## src/rtl/ffdiv_req_scheduler_if.sv

```systemverilog
// Request/response bundle between the issue ports, the scheduler and the
// response consumer. The scheduler is the slave; issuers/consumer are master.
interface ffdiv_req_scheduler_if #(
    parameter int NREQ = 4,
    parameter int IDW  = 2
);
    logic [NREQ-1:0]    req_valid;
    logic [NREQ-1:0]    req_ready;
    logic [NREQ*32-1:0] req_op_a;
    logic [NREQ*32-1:0] req_op_b;
    logic               rsp_valid;
    logic               rsp_ready;
    logic [IDW-1:0]     rsp_id;
    logic [31:0]        rsp_result;
    logic [4:0]         rsp_flags;
    logic               rsp_err;

    modport master (
        output req_valid, req_op_a, req_op_b, rsp_ready,
        input  req_ready, rsp_valid, rsp_id, rsp_result, rsp_flags, rsp_err
    );

    modport slave (
        input  req_valid, req_op_a, req_op_b, rsp_ready,
        output req_ready, rsp_valid, rsp_id, rsp_result, rsp_flags, rsp_err
    );
endinterface

```

## src/rtl/ffdiv_req_scheduler.sv

```systemverilog
// Round-robin scheduler sharing one ffdiv_32bit divider between NREQ
// requesters, with a watchdog that resets a hung divider and returns a
// forced NaN result flagged as an error.
module ffdiv_req_scheduler #(
    parameter int NREQ        = 4,
    parameter int IDW         = 2,
    parameter int TIMEOUT_CYC = 64
) (
    input  logic                  clk,
    input  logic                  rst,
    ffdiv_req_scheduler_if.slave  bus,
    output logic                  div_en,
    output logic                  div_start,
    output logic [31:0]           div_op_a,
    output logic [31:0]           div_op_b,
    input  logic                  div_ready,
    input  logic [31:0]           div_result,
    input  logic [4:0]            div_flags,
    output logic                  div_rst_n,
    output logic                  busy
);
    localparam int WDW = $clog2(TIMEOUT_CYC) + 1;

    typedef enum logic [2:0] {IDLE, ISSUE, WAIT, RESP, ABORT} state_t;

    state_t          state, state_nx;
    logic [IDW-1:0]  rr_ptr;
    logic [IDW-1:0]  gnt_id;
    logic            gnt_vld;
    logic [WDW-1:0]  wd_cnt;
    logic            abort_q;
    logic            timeout;
    int              idx;

    assign timeout   = (wd_cnt == WDW'(TIMEOUT_CYC - 1));
    assign div_rst_n = ~(rst | abort_q);

    // Round-robin pick: scan downward so the last hit is the one closest to rr_ptr.
    always_comb begin
        gnt_vld = 1'b0;
        gnt_id  = '0;
        idx     = 0;
        for (int k = NREQ - 1; k >= 0; k--) begin
            idx = int'(rr_ptr) + k;
            if (idx >= NREQ) idx = idx - NREQ;
            if (bus.req_valid[idx]) begin
                gnt_vld = 1'b1;
                gnt_id  = IDW'(idx);
            end
        end
    end

    // Next state and state-decoded outputs.
    always_comb begin
        state_nx      = state;
        bus.req_ready = '0;
        bus.rsp_valid = 1'b0;
        div_en        = 1'b0;
        div_start     = 1'b0;
        busy          = (state != IDLE);
        case (state)
            IDLE: begin
                if (gnt_vld) begin
                    if (!rst) bus.req_ready = {{(NREQ-1){1'b0}}, 1'b1} << gnt_id;
                    state_nx = ISSUE;
                end
            end
            ISSUE: begin
                div_en    = 1'b1;
                div_start = 1'b1;
                state_nx  = WAIT;
            end
            WAIT: begin
                div_en = 1'b1;
                if (div_ready)    state_nx = RESP;
                else if (timeout) state_nx = ABORT;
            end
            ABORT: state_nx = RESP;
            RESP: begin
                bus.rsp_valid = 1'b1;
                if (bus.rsp_ready) state_nx = IDLE;
            end
            default: state_nx = IDLE;
        endcase
    end

    // State register, grant latching, watchdog and response capture.
    always_ff @(posedge clk) begin
        if (rst) begin
            state          <= IDLE;
            rr_ptr         <= '0;
            wd_cnt         <= '0;
            abort_q        <= 1'b0;
            div_op_a       <= '0;
            div_op_b       <= '0;
            bus.rsp_id     <= '0;
            bus.rsp_result <= '0;
            bus.rsp_flags  <= '0;
            bus.rsp_err    <= 1'b0;
        end else begin
            state   <= state_nx;
            // One-cycle divider reset pulse covering the ABORT state.
            abort_q <= (state == WAIT) && !div_ready && timeout;
            case (state)
                IDLE: begin
                    if (gnt_vld) begin
                        div_op_a   <= bus.req_op_a[32*gnt_id +: 32];
                        div_op_b   <= bus.req_op_b[32*gnt_id +: 32];
                        bus.rsp_id <= gnt_id;
                        rr_ptr     <= (gnt_id == IDW'(NREQ - 1)) ? '0 : gnt_id + 1'b1;
                    end
                end
                ISSUE: wd_cnt <= '0;
                WAIT: begin
                    if (wd_cnt != {WDW{1'b1}}) wd_cnt <= wd_cnt + 1'b1;
                    if (div_ready) begin
                        bus.rsp_result <= div_result;
                        bus.rsp_flags  <= div_flags;
                        bus.rsp_err    <= 1'b0;
                    end else if (timeout) begin
                        bus.rsp_result <= 32'h7FC0_0000;
                        bus.rsp_flags  <= 5'b10000;
                        bus.rsp_err    <= 1'b1;
                    end
                end
                default: ;
            endcase
        end
    end
endmodule

```

## src/flat_wrapper.sv

```systemverilog
// flat-port wrapper written by rule: the top's interface ports become plain ports
module ffdiv_req_scheduler_flat 
#(
    parameter int NREQ        = 4,
    parameter int IDW         = 2,
    parameter int TIMEOUT_CYC = 64
)
  (clk, rst, div_en, div_start, div_op_a, div_op_b, div_ready, div_result, div_flags, div_rst_n, busy, bus_req_valid, bus_req_op_a, bus_req_op_b, bus_rsp_ready, bus_req_ready, bus_rsp_valid, bus_rsp_id, bus_rsp_result, bus_rsp_flags, bus_rsp_err);
  ffdiv_req_scheduler_if #(.NREQ(NREQ), .IDW(IDW)) bus_i ();
  input  logic clk;
  input  logic rst;
  output logic div_en;
  output logic div_start;
  output logic [31:0] div_op_a;
  output logic [31:0] div_op_b;
  input  logic div_ready;
  input  logic [31:0] div_result;
  input  logic [4:0] div_flags;
  output logic div_rst_n;
  output logic busy;
  input wire logic [$bits(bus_i.req_valid)-1:0] bus_req_valid;
  input wire logic [$bits(bus_i.req_op_a)-1:0] bus_req_op_a;
  input wire logic [$bits(bus_i.req_op_b)-1:0] bus_req_op_b;
  input wire logic [$bits(bus_i.rsp_ready)-1:0] bus_rsp_ready;
  output wire logic [$bits(bus_i.req_ready)-1:0] bus_req_ready;
  output wire logic [$bits(bus_i.rsp_valid)-1:0] bus_rsp_valid;
  output wire logic [$bits(bus_i.rsp_id)-1:0] bus_rsp_id;
  output wire logic [$bits(bus_i.rsp_result)-1:0] bus_rsp_result;
  output wire logic [$bits(bus_i.rsp_flags)-1:0] bus_rsp_flags;
  output wire logic [$bits(bus_i.rsp_err)-1:0] bus_rsp_err;
  assign bus_i.req_valid = bus_req_valid;
  assign bus_i.req_op_a = bus_req_op_a;
  assign bus_i.req_op_b = bus_req_op_b;
  assign bus_i.rsp_ready = bus_rsp_ready;
  assign bus_req_ready = bus_i.req_ready;
  assign bus_rsp_valid = bus_i.rsp_valid;
  assign bus_rsp_id = bus_i.rsp_id;
  assign bus_rsp_result = bus_i.rsp_result;
  assign bus_rsp_flags = bus_i.rsp_flags;
  assign bus_rsp_err = bus_i.rsp_err;
  ffdiv_req_scheduler #(.NREQ(NREQ), .IDW(IDW), .TIMEOUT_CYC(TIMEOUT_CYC)) u_core (.clk(clk), .rst(rst), .bus(bus_i), .div_en(div_en), .div_start(div_start), .div_op_a(div_op_a), .div_op_b(div_op_b), .div_ready(div_ready), .div_result(div_result), .div_flags(div_flags), .div_rst_n(div_rst_n), .busy(busy));
endmodule
```

## config.mk

```make
export PLATFORM = sky130hd
export DESIGN_NAME = ffdiv_req_scheduler_flat
export DESIGN_NICKNAME = d
export VERILOG_FILES = /design/src/rtl/ffdiv_req_scheduler_if.sv /design/src/rtl/ffdiv_req_scheduler.sv /design/src/flat_wrapper.sv
export SDC_FILE = /design/constraint.sdc
export NUM_CORES = 1
export LEC_CHECK = 0
export ABC_AREA = 1
export BUFFER_PORTS_ARGS = -buffer_cell sky130_fd_sc_hd__clkbuf_2
export CORE_AREA = 2 2 160 162
export DETAILED_ROUTE_END_ITERATION = 8
export DIE_AREA = 0 0 162 164
export SYNTH_ARGS = -nofsm -noshare
export SYNTH_HDL_FRONTEND = slang
export SYNTH_SLANG_ARGS = --single-unit
```

## constraint.sdc

```tcl
create_clock -name clk -period 2.2 [get_ports clk]
set_input_delay 0.22 -clock clk [delete_from_list [all_inputs] [get_ports clk]]
set_output_delay 0.22 -clock clk [all_outputs]
set_load 0.005 [all_outputs]
```

======== After elaboration in Yosys (flattened, before gate mapping) ========
Index checks and enable logic that the tools add are counted.
storage, ports and cells
  flip-flop bits (word level) ............. 117
  input port bits ......................... 301
  output and inout port bits .............. 113
  word-level logic and storage cells ...... 99
operators by class
  add/sub/neg operators ................... 9
  magnitude comparators ................... 8
  equal/unequal tests ..................... 11
  shift-type cells ........................ 3
  mux-type cells .......................... 44
  bitwise gates (word level) .............. 2
  reductions and logical operators ........ 12
operators by type and width
  kind                   count
  $shiftx 128x8->32      2
  $mux 32                6
  $lt 32x4->1 const B    4
  $ge 32x4->1 const B    3
  $sub 32x4->32 const B  3
  $mux 1                 17
  $pmux 3 s5             1
  $pmux 7 s2             1
  $mux 3                 4
  $mux 4                 3
  $mux 2                 5
  $mux 5                 2
  $bmux 1 s2             4
  $add 7x1->7 const B    1
  $eq 7x6->1 const B     1
  $mux 7                 1
  $ne 7x7->1 const B     1
  $add 2x2->3 const B    2
  $eq 3x2->1 const B     2
  $reduce_and 2->1       3
  $ne 2x2->1 const B     2
  $reduce_bool 2->1      2
  $shl 1x2->4 const A    1
  $sub 2x3->4 const B    1
  other kinds (16)       17

======== Depth between registers and ports, before layout ========
  depth after elaboration ................. 14
  mapped depth ............................ 15

======== Worst setup path after synthesis ========
No wires, ideal clock.
  path kind ............................... reg-to-reg
  start point ............................. register u_core.rr_ptr[0]
  end point ............................... register u_core.rr_ptr[1]
  setup time .............................. 121 ps
  arrival time ............................ 1767 ps
  required time ........................... 2079 ps
  path slack .............................. 313 ps
  stages on the path, launching flop included .. 15
  period minus slack after synthesis ...... 1887 ps
  path through ............................ dfxtp_1 > buf_4 > inv_4 > nand2_1 > nand2_1 > nand3_1 > nand3_2 > nand2_2 > nand2_2 > nand2_2 > buf_6 > buf_4 > ha_1 > nand2_1 > o21ai_0
between the ends
  cells in the longest elaborated chain, start to end .. 12
ends and longest elaborated chain
  element                                              line                        text
  start, declared                                      ffdiv_req_scheduler.sv:27   logic [IDW-1:0] rr_ptr;
  start signal, assigned                               ffdiv_req_scheduler.sv:110  rr_ptr <= (gnt_id == IDW'(NREQ - 1)) ? '0 : gnt_id + 1'b1;
  $add 2x2->3                                          ffdiv_req_scheduler.sv:44   idx = int'(rr_ptr) + k;
  $sub 32x4->32 / $ge 32x4->1 (equally long branches)  ffdiv_req_scheduler.sv:45   if (idx >= NREQ) idx = idx - NREQ;
  $mux 32                                              ffdiv_req_scheduler.sv:45
  $bmux 1 s2                                           ffdiv_req_scheduler.sv:46   if (bus.req_valid[idx]) begin
  $mux 1 (not written as such) (2 in a row)            ffdiv_req_scheduler.sv:46
  $mux 2 (4 in a row)                                  ffdiv_req_scheduler.sv:46
  $add 2x1->2 / $eq 2x2->1 (equally long branches)     ffdiv_req_scheduler.sv:110
  $mux 2                                               ffdiv_req_scheduler.sv:110
Several ways; a longest one is shown, not always the timed one. The select of a mux whose other input is x is not followed.
A chain may end at the register's enable or synchronous reset.

======== Worst setup path after layout ========
  start point ............................. register u_core.rr_ptr[0]
  end point ............................... output port bus_req_ready[1]
between the ends
  cells in the longest elaborated chain, start to end .. 14
ends and longest elaborated chain
  element                                              line                       text
  $add 2x2->3                                          ffdiv_req_scheduler.sv:44
  $sub 32x4->32 / $ge 32x4->1 (equally long branches)  ffdiv_req_scheduler.sv:45
  $mux 32                                              ffdiv_req_scheduler.sv:45
  $bmux 1 s2                                           ffdiv_req_scheduler.sv:46
  $mux 1 (not written as such) (2 in a row)            ffdiv_req_scheduler.sv:46
  $mux 2 (4 in a row)                                  ffdiv_req_scheduler.sv:46
  $shl 1x2->4                                          ffdiv_req_scheduler.sv:64  if (!rst) bus.req_ready = {{(NREQ-1){1'b0}}, 1'b1} << gnt_id;
  $mux 4                                               ffdiv_req_scheduler.sv:64
  $mux 4 (*)                                           ffdiv_req_scheduler.sv:63  if (gnt_vld) begin
  $mux 4 (*)                                           ffdiv_req_scheduler.sv:61  case (state)
  end, declared                                        flat_wrapper.sv:25         output wire logic [$bits(bus_i.req_ready)-1:0] bus_req_ready;
Every way passes the cells marked *; elsewhere a longest branch is shown, timed or not. The select of a mux whose other input is x is not followed.

==> flow_summary.html <==
<table>
<tr><th>Metric</th><th>Value</th></tr>
<tr><th colspan="2">Run status</th></tr>
<tr><td>Status</td><td>finished with violations</td></tr>
<tr><td>Violations in the final reports</td><td>negative setup slack</td></tr>
<tr><th colspan="2">Setup path</th></tr>
<tr><td>Kind of critical path</td><td>flip-flop to primary output</td></tr>
<tr><td>Cell family with most CP delay</td><td>simple AND/OR/NAND/NOR gates</td></tr>
<tr><td>Maximum net fanout on the critical path</td><td>6</td></tr>
<tr><td>CP bufs+invs</td><td>4</td></tr>
<tr><td>CP max-delay cell</td><td>dfxtp_4</td></tr>
<tr><td>Kind of start point of the critical path</td><td>flip-flop</td></tr>
<tr><td>Ordered cell list for the critical path</td><td>inv_6, nand2_4, nand3_2, nand2_4, nand3_4, buf_4, nand3_2, nand2_4, buf_8, nor3_2, buf_2</td></tr>
<tr><td>Path depth of the worst reg2reg path</td><td>16</td></tr>
<tr><td>Max stage delay on crit path</td><td>0.41 ns</td></tr>
<tr><td>Logic depth of the worst path, buffers included</td><td>11</td></tr>
<tr><td>Required time reported for the critical path endpoint</td><td>1.98 ns</td></tr>
<tr><td>Cell type with the highest occurrence count on the critical path</td><td>nand2_4</td></tr>
<tr><td>Kind of end point of the critical path</td><td>primary output</td></tr>
<tr><td>Endpoint arrival time on the critical path</td><td>2.01 ns</td></tr>
<tr><th colspan="2">Logic synthesis</th></tr>
<tr><td>Share of the synthesized area in the top cell type</td><td>35.7%</td></tr>
<tr><td>Gate Count Post-Synth</td><td>1073</td></tr>
<tr><td>Net count after synthesis</td><td>between 1000 and 1500</td></tr>
<tr><td>Main synth FF type</td><td>dfxtp_1</td></tr>
<tr><td>Cell area after synthesis</td><td>0.00656 mm²</td></tr>
<tr><td>Largest cells by area after synthesis</td><td>dfxtp_1 36%, nand2_1 25%, nand3_1 18%</td></tr>
<tr><td>Post-Syn Area per Cell</td><td>6.11 µm²</td></tr>
<tr><td>Synth async-reset ratio</td><td>0%</td></tr>
<tr><td>Fraction of the yosys area taken by sequential cells</td><td>35.7%</td></tr>
<tr><td>Netlist cell types</td><td>29</td></tr>
<tr><td>Yosys Warn Count</td><td>0</td></tr>
<tr><td>Leading area contributor after synthesis</td><td>dfxtp_1</td></tr>
<tr><td>FF+latch count, synth</td><td>between 100 and 150</td></tr>
<tr><td>Number of enable flip-flop cells after synthesis</td><td>0</td></tr>
<tr><th colspan="2">Clocking</th></tr>
<tr><td>CTS tree</td><td>done</td></tr>
<tr><td>Worst-Skew Late Latency</td><td>0.42 ns</td></tr>
<tr><td>Count of H-tree levels built during CTS</td><td>4</td></tr>
<tr><td>Clock buffer depth</td><td>2</td></tr>
<tr><td>Total clock sinks</td><td>around 120</td></tr>
<tr><td>Number of CTS-inserted buffers</td><td>17</td></tr>
<tr><td>Clk pin slew, worst setup/hold paths</td><td>~0.060 ns</td></tr>
<tr><td>Root Buffer Master</td><td>clkbuf_16</td></tr>
<tr><th colspan="2">Routing</th></tr>
<tr><td>Number of vias per cell</td><td>4.60</td></tr>
<tr><td>Drt total wl</td><td>~27 mm</td></tr>
<tr><td>First drt pass iteration count</td><td>5</td></tr>
<tr><td>Number of remaining DRC errors</td><td>0</td></tr>
<tr><td>Drt initial violations</td><td>507</td></tr>
<tr><td>Via count</td><td>8438</td></tr>
<tr><td>Number of nets still failing antenna checks after routing</td><td>0</td></tr>
<tr><td>Avg WL per Cell</td><td>14.8 µm</td></tr>
<tr><th colspan="2">Global routing</th></tr>
<tr><td>Largest net degree at the start of global routing</td><td>64</td></tr>
<tr><td>Leftover overflow at the end of global routing</td><td>0</td></tr>
<tr><td>Via count of the first global-routing pass</td><td>between 7000 and 8000</td></tr>
<tr><td>Wire length of the first global-routing pass</td><td>just over 40 mm</td></tr>
<tr><td>Global-route total usage across every layer</td><td>19.2%</td></tr>
<tr><td>Number of antenna violations at the first check in global routing</td><td>0</td></tr>
<tr><th colspan="2">Place</th></tr>
<tr><td>HPWL Detailed</td><td>about 20 mm</td></tr>
<tr><td>GPL Wtd Cong</td><td>0.904</td></tr>
<tr><td># port buffers</td><td>413</td></tr>
<tr><th colspan="2">STA</th></tr>
<tr><td>Number of failing setup endpoints in the final timing report</td><td>4</td></tr>
<tr><td>Crit share post-route</td><td>101%</td></tr>
<tr><td>Max Freq</td><td>449 MHz</td></tr>
<tr><td>Slew @ Worst Pin</td><td>0.618 ns</td></tr>
<tr><td>Rel. slew slack</td><td>58.8%</td></tr>
<tr><td>Max Transition Viols Final</td><td>0</td></tr>
<tr><td>Unrepaired setup endpoints after global routing</td><td>yes</td></tr>
<tr><td>Largest clock skew in the final design</td><td>0.0137 ns</td></tr>
<tr><td>PnR worst setup slack</td><td>-0.0270 ns</td></tr>
<tr><td>Hold violation total from the final report</td><td>0</td></tr>
<tr><td>Final hold slack</td><td>0.0360 ns</td></tr>
<tr><td>Final min period</td><td>2.23 ns</td></tr>
<tr><th colspan="2">Layout</th></tr>
<tr><td>Filler instances</td><td>2720</td></tr>
<tr><td>Proportion of layout cells with a drive suffix above 1</td><td>36.5%</td></tr>
<tr><td>Net count, final</td><td>roughly 1800</td></tr>
<tr><td>Most frequent standard cell in the layout excluding fill and tap cells</td><td>nand2_1</td></tr>
<tr><td>Commonest non-fill, non-tap cells in the layout</td><td>420 x nand2_1, 410 x clkbuf_2, 229 x nand3_1</td></tr>
<tr><td>Synth-to-layout area growth</td><td>53.5%</td></tr>
<tr><td>Number of antenna cells inserted</td><td>0</td></tr>
<tr><th colspan="2">Power and ir drop</th></tr>
<tr><td>Leakage power figure</td><td>5.49 nW</td></tr>
<tr><td>Post-route total power</td><td>14.1 mW</td></tr>
<tr><td>Peak VDD IR</td><td>0.000662 V</td></tr>
<tr><td>Power per Cell Area</td><td>approximately 1400 mW/mm²</td></tr>
<tr><th colspan="2">Flow run</th></tr>
<tr><td>Reported max-cap violation count</td><td>0</td></tr>
<tr><th colspan="2">Min path</th></tr>
<tr><td>Worst min-delay path category</td><td>input port to flip-flop</td></tr>
<tr><td>Worst Hold Path Cells</td><td>3</td></tr>
<tr><th colspan="2">Floorplan</th></tr>
<tr><td>Number of top-level design ports</td><td>414</td></tr>
<tr><td>Floorplan die height</td><td>~160 µm</td></tr>
<tr><td>Initial standard-cell utilization of the core</td><td>approximately a quarter</td></tr>
<tr><td>Die footprint</td><td>0.0266 mm²</td></tr>
<tr><td>Total core area</td><td>0.0248 mm²</td></tr>
<tr><td>Die Span X</td><td>between 150 and 200 µm</td></tr>
<tr><td>Count of standard-cell rows</td><td>58</td></tr>
</table>
==> cell type report <==
| type | count | area [µm²] | area share, % |
|---|---|---|---|
| inverters | 95 | 368 | 3.66 |
| repair buffers | 470 | 2660 | 26.4 |
| clock inverters | 13 | 149 | 1.48 |
| flip-flops and latches | 117 | 2350 | 23.4 |
| multi-input cells | 791 | 3690 | 36.6 |
| clock buffers | 18 | 439 | 4.36 |
| well taps | 330 | 413 | 4.10 |
==> Yosys cell counts (2+ instances only) <==
cell type,instances
buf_1,2
nor4_1,3
nand2_2,4
buf_2,39
clkbuf_1,15
nand3_2,2
a21oi_1,34
o21ai_0,10
inv_2,5
inv_1,89
buf_4,6
nor2_1,38
ha_1,2
o221ai_1,9
nand3_1,236
dfxtp_1,117
nand2_1,436
nor3_1,8
buf_6,8
==> report_power, final <==
part | leakage (nW) | internal, mW | switching, mW
sequential | 0.961 | 2.66 | 0.289
clock | 0.268 | 1.71 | 1.08
combinational | 4.26 | 3.29 | 5.03
total | 5.49 | 7.66 | 6.40
==> stage by stage <==
step	util, %	area, µm²	std cells	TNS [ns]	worst slack, ns
floorplan	-	6560	1073	0	0.313
global placement	36.1	8950	1772	0	0.0715
detailed placement	36.1	8950	1772	0	0.0417
CTS	39.4	9770	1818	-0.137	-0.0483
global route	40.5	10100	1834	-1.25	-0.143
finish	40.5	10100	1834	-0.0624	-0.0270
==> routing by layer <==
layer | part of all wire, % | global-route usage, % | vias up
li1 | - | - | 4257
met1 | 41 | 22.5 | 3835
met2 | 50 | 34.7 | 320
met3 | 6.9 | 4.60 | 26
met4 | 1.8 | 5.87 | 0
met5 | 0 | 0 | -
==> kinds of logic (layout without fill, tap and decap cells) <==
| family | count (synthesis) | in the layout | synth area share (%) |
|---|---|---|---|
| AO/OA/AOI/OAI | 58 | 58 | 5.19 |
| XOR/XNOR | 1 | 1 | 0.134 |
| adder cells (fa/ha/maj) | 2 | 2 | 0.382 |
| buffers and inverters | 165 | 596 | 11.5 |
| flip-flops | 117 | 117 | 35.7 |
| AND/OR/NAND/NOR | 730 | 730 | 47.1 |
==> repair_timing <==
action,in CTS,in global routing
setup buffers,14,14
hold buffers,1,0
gates cloned,0,2
resized for setup,31,34
setup endpoints to repair,4,64
endpoints found under the hold margin,1,0
pin swaps,13,15
==> state kept, by name, summed over array words and instances (netlist names) <==
name and count:
u_core.bus.rsp_result 32, u_core.div_op_a 32, u_core.div_op_b 32, u_core.wd_cnt 7, u_core.bus.rsp_flags 5, u_core.state 3
u_core.bus.rsp_id 2, u_core.rr_ptr 2, u_core.abort_q 1, u_core.bus.rsp_err 1
==> worst reg2reg max path, delay by kind of cell, from the launching register on <==
| kind | cells | cell delay [ns] |
|---|---|---|
| AND/OR/NAND/NOR | 10 | 0.88 |
| buffers and inverters | 6 | 0.82 |
| flip-flops | 1 | 0.38 |
==> worst paths after layout <==
kind	from	to	slack (ns)
max	u_core.rr_ptr[0]$_SDFFE_PP0P_	bus_req_ready[1]	-0.03
min	div_result[13]	u_core.bus.rsp_result[13]$_SDFFE_PP0P_	0.04
max reg2reg	u_core.rr_ptr[0]$_SDFFE_PP0P_	u_core.div_op_a[12]$_SDFFE_PP0P_	0.04
min reg2reg	u_core.div_op_a[19]$_SDFFE_PP0P_	u_core.div_op_a[19]$_SDFFE_PP0P_	0.45
Power figures use the tool's default switching activity.
